### src/rtl/lcd_pkg.sv
// Shared constants, FSM encoding and BCD helper for the LCD value sequencer.
package lcd_pkg;

  typedef enum logic [2:0] {
    StIdle,
    StConvert,
    StLoad,
    StPulse,
    StWaitAck,
    StWaitDone,
    StNext
  } seq_state_t;

  localparam logic [7:0] CMD_SET_DDRAM = 8'h80;

  localparam logic [7:0] CHAR_SPACE = 8'h20;
  localparam logic [7:0] CHAR_ZERO  = 8'h30;
  localparam logic [7:0] CHAR_E     = 8'h45;
  localparam logic [7:0] CHAR_EQ    = 8'h3D;
  localparam logic [7:0] CHAR_W     = 8'h57;
  localparam logic [7:0] CHAR_H     = 8'h68;

  localparam int unsigned FRAME_LEN       = 16;
  localparam int unsigned NUM_DIGITS      = 10;
  localparam int unsigned BCD_W           = 4 * NUM_DIGITS;
  localparam int unsigned FIRST_DIGIT_IDX = 3;

  // Double-dabble correction: add 3 to every digit that is 5 or more before the shift.
  function automatic logic [BCD_W-1:0] bcd_adjust(input logic [BCD_W-1:0] bcd);
    logic [BCD_W-1:0] r;
    r = bcd;
    for (int unsigned i = 0; i < NUM_DIGITS; i++) begin
      if (r[4*i +: 4] >= 4'd5) begin
        r[4*i +: 4] = r[4*i +: 4] + 4'd3;
      end
    end
    return r;
  endfunction

endpackage

### src/rtl/lcd_value_sequencer_bin2bcd.sv
// Iterative 32-bit binary to 10-digit BCD converter (shift-add-3, 32 cycles).
module bin2bcd_seq
  import lcd_pkg::*;
(
  input  logic             clock,
  input  logic             internal_reset,
  input  logic             start,
  input  logic [31:0]      bin,
  output logic             busy,
  output logic             done,
  output logic [BCD_W-1:0] bcd
);

  logic [31:0]      shreg;
  logic [4:0]       count;
  logic [BCD_W-1:0] adj;

  // Digit correction applied ahead of each shift.
  always_comb begin
    adj = bcd_adjust(bcd);
  end

  // Load on start, then 32 shift steps; done pulses with the final step.
  always_ff @(posedge clock) begin
    if (internal_reset) begin
      busy  <= 1'b0;
      done  <= 1'b0;
      count <= 5'd0;
      shreg <= 32'd0;
      bcd   <= '0;
    end else begin
      done <= 1'b0;
      if (busy) begin
        {bcd, shreg} <= {adj, shreg} << 1;
        count        <= count + 5'd1;
        if (count == 5'd31) begin
          busy <= 1'b0;
          done <= 1'b1;
        end
      end else if (start) begin
        shreg <= bin;
        bcd   <= '0;
        count <= 5'd0;
        busy  <= 1'b1;
      end
    end
  end

endmodule

### src/rtl/lcd_value_sequencer.sv
// Renders a 32-bit value as "E=<10 digits> Wh" on LCD line 1 via the driver handshake.
module lcd_value_sequencer
  import lcd_pkg::*;
#(
  parameter logic [7:0]  LINE_ADDR   = CMD_SET_DDRAM,
  parameter int unsigned ACK_TIMEOUT = 16
) (
  input  logic        clock,
  input  logic        internal_reset,
  input  logic [31:0] value,
  input  logic        value_valid,
  input  logic        lcd_busy,
  output logic [8:0]  d_out,
  output logic        data_ready,
  output logic        idle
);

  localparam logic [3:0] LAST_IDX       = 4'(FRAME_LEN - 1);
  localparam logic [3:0] FIRST_DIGIT    = 4'(FIRST_DIGIT_IDX);
  localparam logic [3:0] LAST_DIGIT_IDX = 4'(FIRST_DIGIT_IDX + NUM_DIGITS - 1);

  seq_state_t       state;
  logic [31:0]      shadow;
  logic [31:0]      pend_value;
  logic             pending;
  logic [3:0]       idx;
  logic [15:0]      timer;
  logic             conv_start;
  logic             conv_busy;
  logic             conv_done;
  logic [BCD_W-1:0] bcd;

  logic [3:0]       char_idx;
  logic [3:0]       digit_pos;
  logic [5:0]       digit_shift;
  logic [BCD_W-1:0] shifted;
  logic             lead_zero;
  logic [8:0]       frame_char;

  bin2bcd_seq u_bin2bcd (
    .clock          (clock),
    .internal_reset (internal_reset),
    .start          (conv_start),
    .bin            (shadow),
    .busy           (conv_busy),
    .done           (conv_done),
    .bcd            (bcd)
  );

  // Character for the slot about to be loaded; NEXT looks one index ahead.
  always_comb begin
    char_idx    = (state == StNext) ? idx + 4'd1 : idx;
    digit_pos   = char_idx - FIRST_DIGIT;
    digit_shift = 6'd36 - {digit_pos, 2'b00};
    shifted     = bcd >> digit_shift;
    // A digit is blank when it and everything above it is zero; the units digit always shows.
    lead_zero   = (shifted == '0) && (char_idx != LAST_DIGIT_IDX);
    frame_char  = 9'h000;
    case (char_idx)
      4'd0:    frame_char = {1'b0, LINE_ADDR};
      4'd1:    frame_char = {1'b1, CHAR_E};
      4'd2:    frame_char = {1'b1, CHAR_EQ};
      4'd13:   frame_char = {1'b1, CHAR_SPACE};
      4'd14:   frame_char = {1'b1, CHAR_W};
      4'd15:   frame_char = {1'b1, CHAR_H};
      default: frame_char = {1'b1, lead_zero ? CHAR_SPACE : (CHAR_ZERO | {4'h0, shifted[3:0]})};
    endcase
  end

  // Frame sequencer: capture, convert, then 16 handshaked transfers.
  always_ff @(posedge clock) begin
    if (internal_reset) begin
      state      <= StIdle;
      shadow     <= 32'd0;
      pend_value <= 32'd0;
      pending    <= 1'b0;
      idx        <= 4'd0;
      timer      <= 16'd0;
      conv_start <= 1'b0;
      d_out      <= 9'h000;
      data_ready <= 1'b0;
    end else begin
      conv_start <= 1'b0;
      data_ready <= 1'b0;
      unique case (state)
        StIdle: begin
          if (value_valid) begin
            shadow     <= value;
            conv_start <= 1'b1;
            idx        <= 4'd0;
            state      <= StConvert;
          end else if (pending) begin
            // A strobe that landed on the last NEXT cycle is picked up here.
            shadow     <= pend_value;
            pending    <= 1'b0;
            conv_start <= 1'b1;
            idx        <= 4'd0;
            state      <= StConvert;
          end
        end
        StConvert: begin
          if (conv_done && !conv_busy) begin
            d_out <= frame_char;
            state <= StLoad;
          end
        end
        StLoad: begin
          // d_out was set on entry, so it leads data_ready by at least a cycle.
          if (!lcd_busy) begin
            data_ready <= 1'b1;
            state      <= StPulse;
          end
        end
        StPulse: begin
          timer <= 16'd0;
          state <= StWaitAck;
        end
        StWaitAck: begin
          if (lcd_busy) begin
            state <= StWaitDone;
          end else if (timer == 16'(ACK_TIMEOUT - 1)) begin
            // Driver start is sticky, so a repeated request cannot double-transfer.
            data_ready <= 1'b1;
            state      <= StPulse;
          end else begin
            timer <= timer + 16'd1;
          end
        end
        StWaitDone: begin
          if (!lcd_busy) begin
            state <= StNext;
          end
        end
        StNext: begin
          if (idx == LAST_IDX) begin
            idx <= 4'd0;
            if (pending) begin
              shadow     <= pend_value;
              pending    <= 1'b0;
              conv_start <= 1'b1;
              state      <= StConvert;
            end else begin
              state <= StIdle;
            end
          end else begin
            idx   <= idx + 4'd1;
            d_out <= frame_char;
            state <= StLoad;
          end
        end
        default: state <= StIdle;
      endcase
      // Placed after the case so a strobe in the consuming NEXT cycle is not lost.
      if (value_valid && (state != StIdle)) begin
        pend_value <= value;
        pending    <= 1'b1;
      end
    end
  end

  assign idle = (state == StIdle) && !pending;

endmodule
### config.mk
export PLATFORM = sky130hd
export DESIGN_NAME = lcd_value_sequencer
export DESIGN_NICKNAME = d
export VERILOG_FILES = /design/src/rtl/lcd_pkg.sv /design/src/rtl/lcd_value_sequencer_bin2bcd.sv /design/src/rtl/lcd_value_sequencer.sv
export SDC_FILE = /design/constraint.sdc
export NUM_CORES = 1
export LEC_CHECK = 0
export ABC_CLOCK_PERIOD_IN_PS = 4200
export BUFFER_PORTS_ARGS = -buffer_cell sky130_fd_sc_hd__buf_2
export CAP_MARGIN = 20
export CORE_MARGIN = 2
export CORE_UTILIZATION = 45
export CTS_CLUSTER_SIZE = 20
export DETAILED_ROUTE_END_ITERATION = 10
export SETUP_SLACK_MARGIN = 0.2
export SLEW_MARGIN = 10
export SYNTH_ARGS = -nofsm -noshare
export SYNTH_HDL_FRONTEND = slang
export SYNTH_HIERARCHICAL = 1
export SYNTH_SLANG_ARGS = --single-unit
### constraint.sdc
create_clock -name clock -period 4.2 [get_ports clock]
set_input_delay 0.21 -clock clock [delete_from_list [all_inputs] [get_ports clock]]
set_output_delay 0.21 -clock clock [all_outputs]
set_load 0.02 [all_outputs]
==> impl_metrics.sql, run 1 <==
INSERT INTO impl_metrics (metric_group, metric, value, unit) VALUES
('outcome', 'status', 'completed', ''),
('cells_and_area', 'antenna_cells_inserted', '0', ''),
('detailed_routing', 'firstDrtPassIters', '5', ''),
('sta', 'grt_setup_unrepaired', 'no', ''),
('sta', 'setup-tns-final', '0', 'ns'),
('sta', 'final_min_period_over_clock_period', '86.0', '%'),
('global_routing', 'grt_max_degree', '73', ''),
('die', 'ios', '47', ''),
('pwr', 'p_sw', '1.82', 'mW'),
('cells_and_area', 'area_delta_synth_final', '11.8', '%'),
('synthesis', 'postSynthNetCount', '1233', ''),
('job', 'max_cap_violations', '0', ''),
('sta', 'max_slew_headroom_at_the_worst_pin', '34.4', '%'),
('synthesis', 'post_synth_most_frequent_cells', 'dfxtp_1 (178), nand2_1 (145), nor2_1 (118), a21oi_1 (79), o21ai_0 (65)', ''),
('clock_tree', 'clk_root_buffer_cell', 'clkbuf_16', ''),
('detailed_routing', 'route.detailed.vias_per_inst', '5.59', ''),
('clock_tree', 'cts_inserted_buffers', '17', ''),
('synthesis', 'synth_seq_cells', '178', ''),
('die', 'std_cell_rows', '53', ''),
('placement', 'place_inst', '1432', ''),
('pwr', 'standby_leakage_power', '3.88', 'nW'),
('global_routing', 'grt_util_all_layers', '20.5', '%'),
('cells_and_area', 'sequential_cell_area', '3570', 'um^2'),
('detailed_routing', 'route.detailed.drc', '0', ''),
('die', 'placeableCoreArea', '21200', 'um^2'),
('sta', 'finalHoldWorstSlack', '0.0139', 'ns'),
('synthesis', 'yosys.area.top_type_share', '36.5', '%'),
('clock_tree', 'cts_buffer_depth', '2', ''),
('global_routing', 'grt_first_pass_wirelength', '38000', 'um'),
('clock_tree', 'ctsHtreeMaxLevel', '4', ''),
('worst_setup_path', 'critical_path.endpoint_type', 'register', ''),
('sta', 'fin_skew', '0.0132', 'ns'),
('clock_tree', 'clk_latency', '0.44', 'ns'),
('clock_tree', 'cts_setup_buffers', '0', ''),
('sta', 'final-setup-viol-count', '0', ''),
('synthesis', 'mappedNetlistArea', '9770', 'um^2'),
('sta', 'fmax', '277', 'MHz'),
('pwr', 'sw_frac_of_total', '35.1', '%'),
('detailed_routing', 'post_drt_wl_per_cell', '15.5', 'um'),
('worst_setup_path', 'crit_type', 'register to register', ''),
('synthesis', 'synth-seq-area-share', '36.5', '%'),
('clock_tree', 'clock_tree_from_tritoncts', 'yes', ''),
('pwr', 'total_power', '5.18', 'mW'),
('synthesis', 'ys_types', '75', ''),
('clock_tree', 'cts_sinks', '178', ''),
('sta', 'slew_violations', '0', ''),
('die', 'dieHeight', '151', 'um'),
('placement', 'place_congestion', '0.864', ''),
('placement', 'hpwl', '15100', 'um'),
('synthesis', 'yosys_warn_count', '6', ''),
('cells_and_area', 'proportion_of_layout_cells_with_a_drive_suffix_above_1', '14.2', '%'),
('sta', 'min_period', '3.61', 'ns'),
('cells_and_area', 'multi_input_area', '5630', 'um^2'),
('pwr', 'worst_ir_drop_vdd', '0.653', 'mV'),
('global_routing', 'grt_antenna_before_repair', '0', ''),
('synthesis', 'count_of_flip_flops_with_a_built_in_enable_after_synthesis', '0', ''),
('die', 'die_area', '22900', 'um^2'),
('synthesis', 'synth.avg_cell_area', '8.35', 'um^2'),
('worst_setup_path', 'timing.critical_path.required', '4.52', 'ns'),
('pwr', 'pwr-share-comb', '26.1', '%'),
('worst_setup_path', 'critical_path.startpoint_type', 'register', ''),
('cells_and_area', 'final_cells', '1483', ''),
('detailed_routing', 'drt-total-wl', '22900', 'um'),
('sta', 'transition_at_the_pin_with_the_smallest_max_transition_slack', '0.984', 'ns'),
('detailed_routing', 'detail_route.iter0.violations', '615', ''),
('pwr', 'internal_power', '3.36', 'mW'),
('pwr', 'power_per_unit_of_standard_cell_area', '474', 'nW/um^2'),
('worst_setup_path', 'critical_path_arrival', '3.93', 'ns'),
('global_routing', 'first_global_vias', '7450', ''),
('clock_tree', 'clk_pin_slew_worst_paths', '0.07', 'ns'),
('cells_and_area', 'fin_nets', '1258', '');
-- power by group through the flow --
stage / registers, mW / clock network [mW] / logic, mW
after floorplan: 2.08 / 0 / 1.12
after global placement: 2.18 / 0 / 1.32
after detailed placement: 2.19 / 0 / 1.33
after CTS: 2.15 / 1.73 / 1.35
after global routing: 2.19 / 1.79 / 1.52
final: 2.15 / 1.68 / 1.35
-- layer usage --
| metal | vias to the layer above | routed length (um) | global-route usage (%) |
|---|---|---|---|
| met5 | - | 0 | 0 |
| met4 | 0 | 323 | 6.07 |
| met3 | 24 | 867 | 3.31 |
| met2 | 161 | 9970 | 31.4 |
| met1 | 3878 | 11800 | 29.7 |
| li1 | 4225 | - | - |
-- metrics by stage --
step	util (%)	setup slack [ns]	instance area, um^2
floorplan	-	0.888	9770
global placement	47.8	0.684	10100
detailed placement	47.8	0.628	10100
CTS	51.6	0.606	10900
global route	51.7	0.395	10900
finish	51.7	0.589	10900
-- cell type report --
cell class | count | share of cell area, %
repair buffers | 83 | 5.13
flip-flops and latches | 178 | 32.7
multi-input cells | 864 | 51.5
clock buffers | 17 | 3.89
clock inverters | 15 | 1.90
inverters | 51 | 1.75
well taps | 275 | 3.15
-- logic make-up (layout without fill, tap and decap cells) --
kind of cell | Yosys count | count (layout) | synth area share [%]
flops | 178 | 178 | 36.5
mux | 81 | 81 | 9.31
compound gates | 295 | 295 | 20.0
buf+inv | 128 | 166 | 6.17
xor+xnor | 25 | 25 | 2.65
fa+ha+maj | 27 | 27 | 3.46
simple gates | 436 | 436 | 21.9
-- path summary, 6_finish.rpt --
check                           slack, ns            from             end  depth (start not counted)
worst max-delay path                 0.59          idx[1]        d_out[4]                         14
worst min-delay path                 0.01        value[7]   pend_value[7]                          3
worst max register to register       0.59          idx[1]        d_out[4]                         14
worst min register to register       0.45  pend_value[23]  pend_value[23]                          2
-- state kept, by name, indices dropped and copies added, names as in the netlist, 3 cells and up --
name             cells
u_bin2bcd/bcd       40
pend_value          32
shadow              32
u_bin2bcd/shreg     32
timer               16
d_out                9
u_bin2bcd/count      5
idx                  4
state                3
-- cell usage in the layout, fill, tap and decap left out, types with 6 or more instances in the layout --
cell,n
nand3_1,25
nand2_1,145
o211ai_1,13
dfxtp_1,176
mux2_2,39
inv_1,50
ha_1,27
o211ai_2,9
a211oi_1,38
o2111ai_1,21
o21a_1,11
and3_1,7
and2_1,6
mux2i_1,38
o21ai_1,9
nand3b_1,33
or3_1,6
xor2_1,12
nor4_1,13
nand2b_1,15
nor3_1,14
nor2b_1,15
buf_4,20
nor3b_1,18
o31ai_1,8
o21ai_0,65
nor2_1,117
xnor2_1,10
buf_2,45
a21oi_1,79
clkbuf_16,17
dlygate4sd3_1,17
a31oi_1,7
-- worst max-delay path: stages (launching register included) --
cell      delay (ns)
dfxtp_1         0.36
ha_1            0.33
nand4b_1        0.14
o22ai_2         0.35
xnor2_1         0.16
buf_4           0.16
inv_1           0.11
ha_1            0.25
or2_2           0.28
a211oi_1        0.27
or4_4           0.20
and2_1          0.28
o221ai_1        0.21
a211oi_1        0.28
a31oi_1         0.11
-- timing repair --
| item | 4_1_cts | 5_1_grt |
|---|---|---|
| endpoints found under the setup margin | 0 | 0 |
| endpoints found under the hold margin | 17 | 0 |
| hold buffers | 17 | 0 |
(Power assumes the default switching activity.)
==> run 2: changes to the inputs <==
- ABC_AREA: not set -> 1
- CTS_CLUSTER_DIAMETER: not set -> 60
==> run 2 against run 1 <==
Utilization fell by 1.4 points. Via count rose by 18%. Critical path depth rose by 4. Wire length is 10% higher. Worst hold slack worse by 0.0046 ns. Highest routed layer unchanged.
==> impl_metrics.sql, run 2 <==
INSERT INTO impl_metrics (metric_group, metric, value, unit) VALUES
('synthesis', 'synth.largest_area_cell', 'dfxtp_1', ''),
('sta', 'transition_at_the_pin_with_the_smallest_max_transition_slack', '0.876', 'ns'),
('pwr', 'standby_leakage_power', '5.14', 'nW'),
('clock_tree', 'post_cts_resize_count', '0', ''),
('synthesis', 'main_combinational_cell_family_by_area_after_synthesis', 'simple AND/OR/NAND/NOR gates', ''),
('synthesis', 'post_synth_fa_ha_maj_area_fraction', '3.29', '%'),
('worst_setup_path', 'critical_path.startpoint', 'state[2]', ''),
('sta', 'finalHoldWorstSlack', '0.00930', 'ns'),
('placement', 'hpwl', '17100', 'um'),
('sta', 'final-setup-viol-count', '0', ''),
('sta', 'final_min_period_over_clock_period', '82.1', '%'),
('clock_tree', 'clock_tree_from_tritoncts', 'yes', ''),
('die', 'ios', '47', ''),
('worst_setup_path', 'critical_path_arrival', '3.77', 'ns'),
('synthesis', 'synth.area.top_cells', 'dfxtp_1 (35%), nand2_1 (17%), inv_1 (6.4%)', ''),
('global_routing', 'grt_util_all_layers', '21.6', '%'),
('worst_setup_path', 'worst-path-buf-inv', '2', ''),
('global_routing', 'grt_first_pass_wirelength', '43000', 'um'),
('sta', 'max_slew_headroom_at_the_worst_pin', '41.5', '%'),
('sta', 'setup_ws_post_layout', '0.752', 'ns'),
('synthesis', 'synth-seq-area-share', '34.7', '%'),
('placement', 'buffer_ports.inserted', '46', ''),
('detailed_routing', 'ant_nets', '0', ''),
('clock_tree', 'ctsHtreeMaxLevel', '4', ''),
('die', 'die_area', '24000', 'um^2'),
('synthesis', 'async_flop_share', '0', '%'),
('placement', 'place_inst', '1833', ''),
('outcome', 'status', 'completed', ''),
('min_path', 'hold_path_class', 'input pin to register', ''),
('synthesis', 'synthCells', '1563', ''),
('cells_and_area', 'largest-register', 'u_bin2bcd/bcd', ''),
('placement', 'dpl-instance-area', '10600', 'um^2'),
('clock_tree', 'cts_sinks', '178', ''),
('cells_and_area', 'final_cells', '1877', ''),
('worst_setup_path', 'worst_path_dominant_cell_family', 'simple AND/OR/NAND/NOR gates', ''),
('sta', 'final-hold-violation-count', '0', ''),
('sta', 'min_period', '3.45', 'ns'),
('detailed_routing', 'route.detailed.drc', '0', ''),
('placement', 'post-place-ws', '0.790', 'ns'),
('synthesis', 'count_of_flip_flops_with_a_built_in_enable_after_synthesis', '0', ''),
('placement', 'place_congestion', '0.865', ''),
('global_routing', 'global_route.overflow_total', '0', ''),
('worst_setup_path', 'critical_path.max_stage_delay', '0.60', 'ns'),
('worst_setup_path', 'timing.critical_path.mode_cell', 'nand2_1', ''),
('sta', 'slew_violations', '0', ''),
('detailed_routing', 'post_drt_wl_per_cell', '13.4', 'um'),
('synthesis', 'synth_seq_cells', '178', ''),
('synthesis', 'postSynthNetCount', '1626', ''),
('synthesis', 'yosys.area_share.xor_xnor', '0.256', '%'),
('synthesis', 'synth.mux.area_fraction', '0', '%'),
('synthesis', 'post_synth_most_frequent_cells', 'nand2_1 (473), dfxtp_1 (178), inv_1 (176), nor2_1 (133), nand3_1 (126)', ''),
('cells_and_area', 'largest_register_ff_count', '40', ''),
('worst_setup_path', 'critical_path.endpoint_type', 'register', ''),
('synthesis', 'yosys_warn_count', '6', ''),
('synthesis', 'ys_types', '49', ''),
('sta', 'grt_setup_unrepaired', 'no', ''),
('detailed_routing', 'route.detailed.vias_per_inst', '5.20', ''),
('sta', 'setup-tns-final', '0', 'ns'),
('die', 'start_util', '45.6', '%'),
('sta', 'fmax', '290', 'MHz'),
('cells_and_area', 'proportion_of_layout_cells_with_a_drive_suffix_above_1', '9.81', '%'),
('synthesis', 'ys.flop_type', 'dfxtp_1', ''),
('clock_tree', 'clk_root_buffer_cell', 'clkbuf_16', ''),
('detailed_routing', 'firstDrtPassIters', '6', ''),
('cells_and_area', 'fin_nets', '1641', ''),
('die', 'placeableCoreArea', '22500', 'um^2'),
('synthesis', 'post_synth_and_or_nand_nor_area_fraction', '33.7', '%'),
('detailed_routing', 'detail_route.iter0.violations', '572', ''),
('pwr', 'worst_ir_drop_vdd', '0.287', 'mV'),
('pwr', 'total_power', '5.11', 'mW'),
('die', 'dieHeight', '155', 'um'),
('sta', 'fin_skew', '0.0189', 'ns'),
('min_path', 'min-delay-start', 'value[3]', ''),
('synthesis', 'synthMostInstantiatedCell', 'nand2_1', ''),
('worst_setup_path', 'rr_startpoint', 'state[2]', ''),
('synthesis', 'synth.avg_cell_area', '6.57', 'um^2'),
('detailed_routing', 'via_count', '9760', ''),
('clock_tree', 'clk_pin_slew_worst_paths', '0.07', 'ns'),
('worst_setup_path', 'crit_fanout', '22', ''),
('worst_setup_path', 'timing.critical_path.required', '4.52', 'ns'),
('die', 'std_cell_rows', '55', ''),
('clock_tree', 'clk_latency', '0.45', 'ns'),
('cells_and_area', 'area_delta_synth_final', '10.2', '%'),
('global_routing', 'first_global_vias', '9160', ''),
('synthesis', 'mappedNetlistArea', '10300', 'um^2'),
('worst_setup_path', 'critical_path_s_slowest_cell', 'dfxtp_1', ''),
('worst_setup_path', 'critical_path.startpoint_type', 'register', ''),
('global_routing', 'grt_max_degree', '47', ''),
('clock_tree', 'cts_buffer_depth', '2', ''),
('synthesis', 'compound_gate_fraction_of_synth_area', '17.2', '%'),
('pwr', 'power_per_unit_of_standard_cell_area', '452', 'nW/um^2'),
('cells_and_area', 'finish.instance_area', '11300', 'um^2'),
('worst_setup_path', 'crit_type', 'register to register', ''),
('clock_tree', 'cts_inserted_buffers', '17', ''),
('cells_and_area', 'finalCoreUtilization', '50.3', '%'),
('die', 'chipWidth', '155', 'um'),
('worst_setup_path', 'critical_path.cell_chain', 'nand3_4 > nand2_1 > nand2_2 > ha_1 > buf_4 > ha_1 > nor2_1 > nand3_1 > nand2_1 > inv_1 > nand2_1 > nand2_1 > nor2_1 > nand3_1 > nand2_1 > nand2_1 > nand2_1 > a21oi_1', ''),
('global_routing', 'grt_antenna_before_repair', '1', ''),
('cells_and_area', 'final_cell_mix', 'nand2_1 (472), dfxtp_1 (177), inv_1 (176)', ''),
('synthesis', 'yosys.area.top_type_share', '34.7', '%'),
('cells_and_area', 'mostFrequentLayoutCell', 'nand2_1', ''),
('job', 'max_cap_violations', '0', ''),
('detailed_routing', 'drt-total-wl', '25200', 'um');
## run 2: cell families (layout without fill, tap and decap cells)
kind of cell / after synthesis / in the layout
buffers and inverters: 263 / 291
XOR/XNOR: 3 / 3
flip-flops: 178 / 178
AO/OA/AOI/OAI: 280 / 280
other: 0 / 1
AND/OR/NAND/NOR: 812 / 812
adder cells (fa/ha/maj): 27 / 27
## run 2: path summary, 6_finish.rpt
check | slack, ns | depth (start not counted) | to
worst min register to register | 0.46 | 2 | u_bin2bcd/shreg[0]
worst min-delay path | 0.009 | 3 | pend_value[3]
worst max register to register | 0.75 | 18 | d_out[4]
worst max-delay path | 0.75 | 18 | d_out[4]
## run 2: layout make-up
| cell class | instances | area, um^2 |
|---|---|---|
| antenna | 1 | 2.50 |
| tap | 285 | 357 |
| fill | 2336 | 11200 |
| timing repair buffer | 72 | 473 |
| sequential | 178 | 3560 |
| clock buffer | 18 | 439 |
| clock inverter | 14 | 169 |
| inverter | 187 | 707 |
| multi-input combinational | 1122 | 5600 |
## run 2: power by group
group / leakage, nW / total [mW] / switching [mW] / internal [mW]
logic: 3.40 / 1.38 / 0.961 / 0.417
registers: 1.45 / 2.12 / 0.180 / 1.94
clock network: 0.292 / 1.61 / 0.792 / 0.819
## run 2: worst min-delay path, cell delays in order
cell and delay (ns):
buf_2 0.09, nor2_1 0.04, nor2_1 0.08
## run 2: what timing repair did
action,CTS,global route
endpoints found under the hold margin,10,0
buffers inserted,0,0
hold buffers,10,0
## run 2: metal layers
metal  track usage [%]  wire length (um)
met5                 0                 0
met4              4.72               189
met1              26.6             11800
met3              3.70               737
met2              39.4             12500
==> run 3: changes to the inputs <==
- ABC_AREA: 1 -> 0
- ABC_CLOCK_PERIOD_IN_PS: 4200 -> 3000
- clock period: 4.2 -> 3 ns (I/O delays scaled with it)
==> run 3 against run 2 <==
Cell count is 19% lower. Setup slack worse by 0.65 ns. Critical endpoint is now d_out[2]. Largest power group unchanged. Wire length is 7.7% lower. Design area is 0.38% higher. Register-to-register slack worse by 0.65 ns. Non-clock buffer count is 40 higher. Worst hold slack better by 0.12 ns. Clock-buffer cell count is 1 lower. Power is 42% higher. Largest cell class unchanged.
==> impl_metrics.sql, run 3 (same netlist as run 1, synthesis figures left out) <==
INSERT INTO impl_metrics (metric_group, metric, value, unit) VALUES
('outcome', 'status', 'completed', ''),
('worst_setup_path', 'worst-path-buf-inv', '0', ''),
('die', 'die_area', '22900', 'um^2'),
('worst_setup_path', 'critical_path_arrival', '3.25', 'ns'),
('worst_setup_path', 'critical_path.startpoint_type', 'register', ''),
('cells_and_area', 'antenna_cells_inserted', '0', ''),
('worst_setup_path', 'timing.critical_path.required', '3.35', 'ns'),
('sta', 'min_period', '2.90', 'ns'),
('global_routing', 'first_global_vias', '7630', ''),
('cells_and_area', 'largest-register', 'u_bin2bcd/bcd', ''),
('clock_tree', 'clk_latency', '0.44', 'ns'),
('cells_and_area', 'fin_nets', '1287', ''),
('clock_tree', 'cts_sinks', '178', ''),
('detailed_routing', 'via_count', '8464', ''),
('global_routing', 'grt_antenna_before_repair', '0', ''),
('sta', 'transition_at_the_pin_with_the_smallest_max_transition_slack', '0.613', 'ns'),
('global_routing', 'grt_first_pass_wirelength', '38400', 'um'),
('die', 'start_util', '46.2', '%'),
('cells_and_area', 'mostFrequentLayoutCell', 'dfxtp_1', ''),
('sta', 'grt_setup_unrepaired', 'yes', ''),
('clock_tree', 'clock_tree_from_tritoncts', 'yes', ''),
('sta', 'slew_violations', '0', ''),
('worst_setup_path', 'critical_path_s_slowest_cell', 'or4_4', ''),
('placement', 'dpl-instance-area', '10300', 'um^2'),
('placement', 'buffer_ports.inserted', '46', ''),
('cells_and_area', 'area_delta_synth_final', '16.2', '%'),
('worst_setup_path', 'critical_path.max_stage_delay', '0.52', 'ns'),
('sta', 'final-hold-violation-count', '0', ''),
('clock_tree', 'cts_inserted_buffers', '17', ''),
('die', 'dieHeight', '151', 'um'),
('cells_and_area', 'final_cell_mix', 'dfxtp_1 (173), nand2_1 (144), nor2_1 (117)', ''),
('pwr', 'worst_ir_drop_vdd', '0.576', 'mV'),
('worst_setup_path', 'worst_path_dominant_cell_family', 'simple AND/OR/NAND/NOR gates', ''),
('cells_and_area', 'finalCoreUtilization', '53.7', '%'),
('clock_tree', 'ctsHtreeMaxLevel', '4', ''),
('detailed_routing', 'firstDrtPassIters', '5', ''),
('global_routing', 'global_route.overflow_total', '0', ''),
('job', 'max_cap_violations', '0', ''),
('worst_setup_path', 'timing.critical_path.mode_cell', 'ha_4', ''),
('global_routing', 'grt_util_all_layers', '20.9', '%'),
('min_path', 'hold_path_class', 'input pin to register', ''),
('die', 'chipWidth', '151', 'um'),
('clock_tree', 'clk_pin_slew_worst_paths', '0.08', 'ns'),
('sta', 'fin_skew', '0.0138', 'ns'),
('die', 'placeableCoreArea', '21200', 'um^2'),
('pwr', 'power_per_unit_of_standard_cell_area', '639', 'nW/um^2'),
('sta', 'max_slew_headroom_at_the_worst_pin', '59.0', '%'),
('pwr', 'standby_leakage_power', '4.08', 'nW'),
('sta', 'final-setup-viol-count', '0', ''),
('die', 'std_cell_rows', '53', ''),
('placement', 'hpwl', '15400', 'um'),
('sta', 'final_min_period_over_clock_period', '96.7', '%'),
('clock_tree', 'cts_buffer_depth', '2', ''),
('clock_tree', 'clk_root_buffer_cell', 'clkbuf_16', ''),
('placement', 'place_congestion', '0.854', ''),
('detailed_routing', 'post_drt_wl_per_cell', '15.4', 'um'),
('die', 'ios', '47', ''),
('cells_and_area', 'proportion_of_layout_cells_with_a_drive_suffix_above_1', '16.4', '%'),
('sta', 'setup-tns-final', '0', 'ns'),
('worst_setup_path', 'critical_path.endpoint_type', 'register', ''),
('sta', 'finalHoldWorstSlack', '0.129', 'ns'),
('cells_and_area', 'largest_register_ff_count', '40', ''),
('detailed_routing', 'drt-total-wl', '23300', 'um'),
('detailed_routing', 'route.detailed.drc', '0', ''),
('worst_setup_path', 'crit_fanout', '6', ''),
('sta', 'setup_ws_post_layout', '0.100', 'ns'),
('detailed_routing', 'detail_route.iter0.violations', '487', ''),
('global_routing', 'grt_max_degree', '110', ''),
('sta', 'fmax', '345', 'MHz'),
('worst_setup_path', 'crit_type', 'register to register', ''),
('detailed_routing', 'route.detailed.vias_per_inst', '5.60', ''),
('worst_setup_path', 'critical_path.cell_chain', 'ha_4 > nand4b_1 > a21boi_4 > ha_4 > ha_4 > or2_4 > a211oi_2 > or4_4 > and2_4 > a31oi_4 > nand2_1 > a311oi_1', ''),
('detailed_routing', 'ant_nets', '0', ''),
('placement', 'post-place-ws', '0.0405', 'ns'),
('cells_and_area', 'finish.instance_area', '11400', 'um^2');
==> run 3: report_power, final <==
part | switching, mW | leakage [nW] | total (mW) | internal (mW)
logic | 1.16 | 2.33 | 1.94 | 0.779
clock network | 1.16 | 0.298 | 2.31 | 1.15
registers | 0.278 | 1.45 | 3.01 | 2.73
total | 2.60 | 4.08 | 7.25 | 4.66
==> run 3: layout make-up <==
| cell class | instances | area, um^2 |
|---|---|---|
| fillers | 1955 | 9800 |
| multi-input cells | 864 | 5800 |
| flip-flops and latches | 178 | 3570 |
| repair buffers | 112 | 823 |
| clock buffers | 17 | 425 |
| well taps | 275 | 344 |
| clock inverters | 15 | 195 |
| inverters | 51 | 191 |
==> run 3: per-layer routing <==
metal	GRT usage, %	share of wire [%]
met5	0	0
met4	5.42	0.93
met3	3.46	3.5
met2	32.4	45
met1	30.2	50
==> run 3: stage by stage <==
step	cells	power, mW
floorplan	1170	4.49
detailed placement	1443	4.97
CTS	1511	7.31
global route	1512	7.69
finish	1512	7.25
global placement	1443	4.93
==> run 3: final timing paths <==
check | cells after the start | slack (ns) | from | endpoint
setup / recovery | 12 | 0.10 | idx[1] | d_out[2]
hold / removal | 2 | 0.13 | internal_reset | u_bin2bcd/shreg[5]
setup reg to reg | 12 | 0.10 | idx[1] | d_out[2]
hold reg to reg | 2 | 0.45 | pend_value[29] | pend_value[29]
==> run 3: what timing repair did <==
action | 4_1_cts | 5_1_grt
setup buffers | 3 | 0
gates resized for setup | 5 | 5
pin swaps | 3 | 5
endpoints found under the hold margin | 33 | 0
endpoints found under the setup margin | 5 | 6
hold buffers | 33 | 0
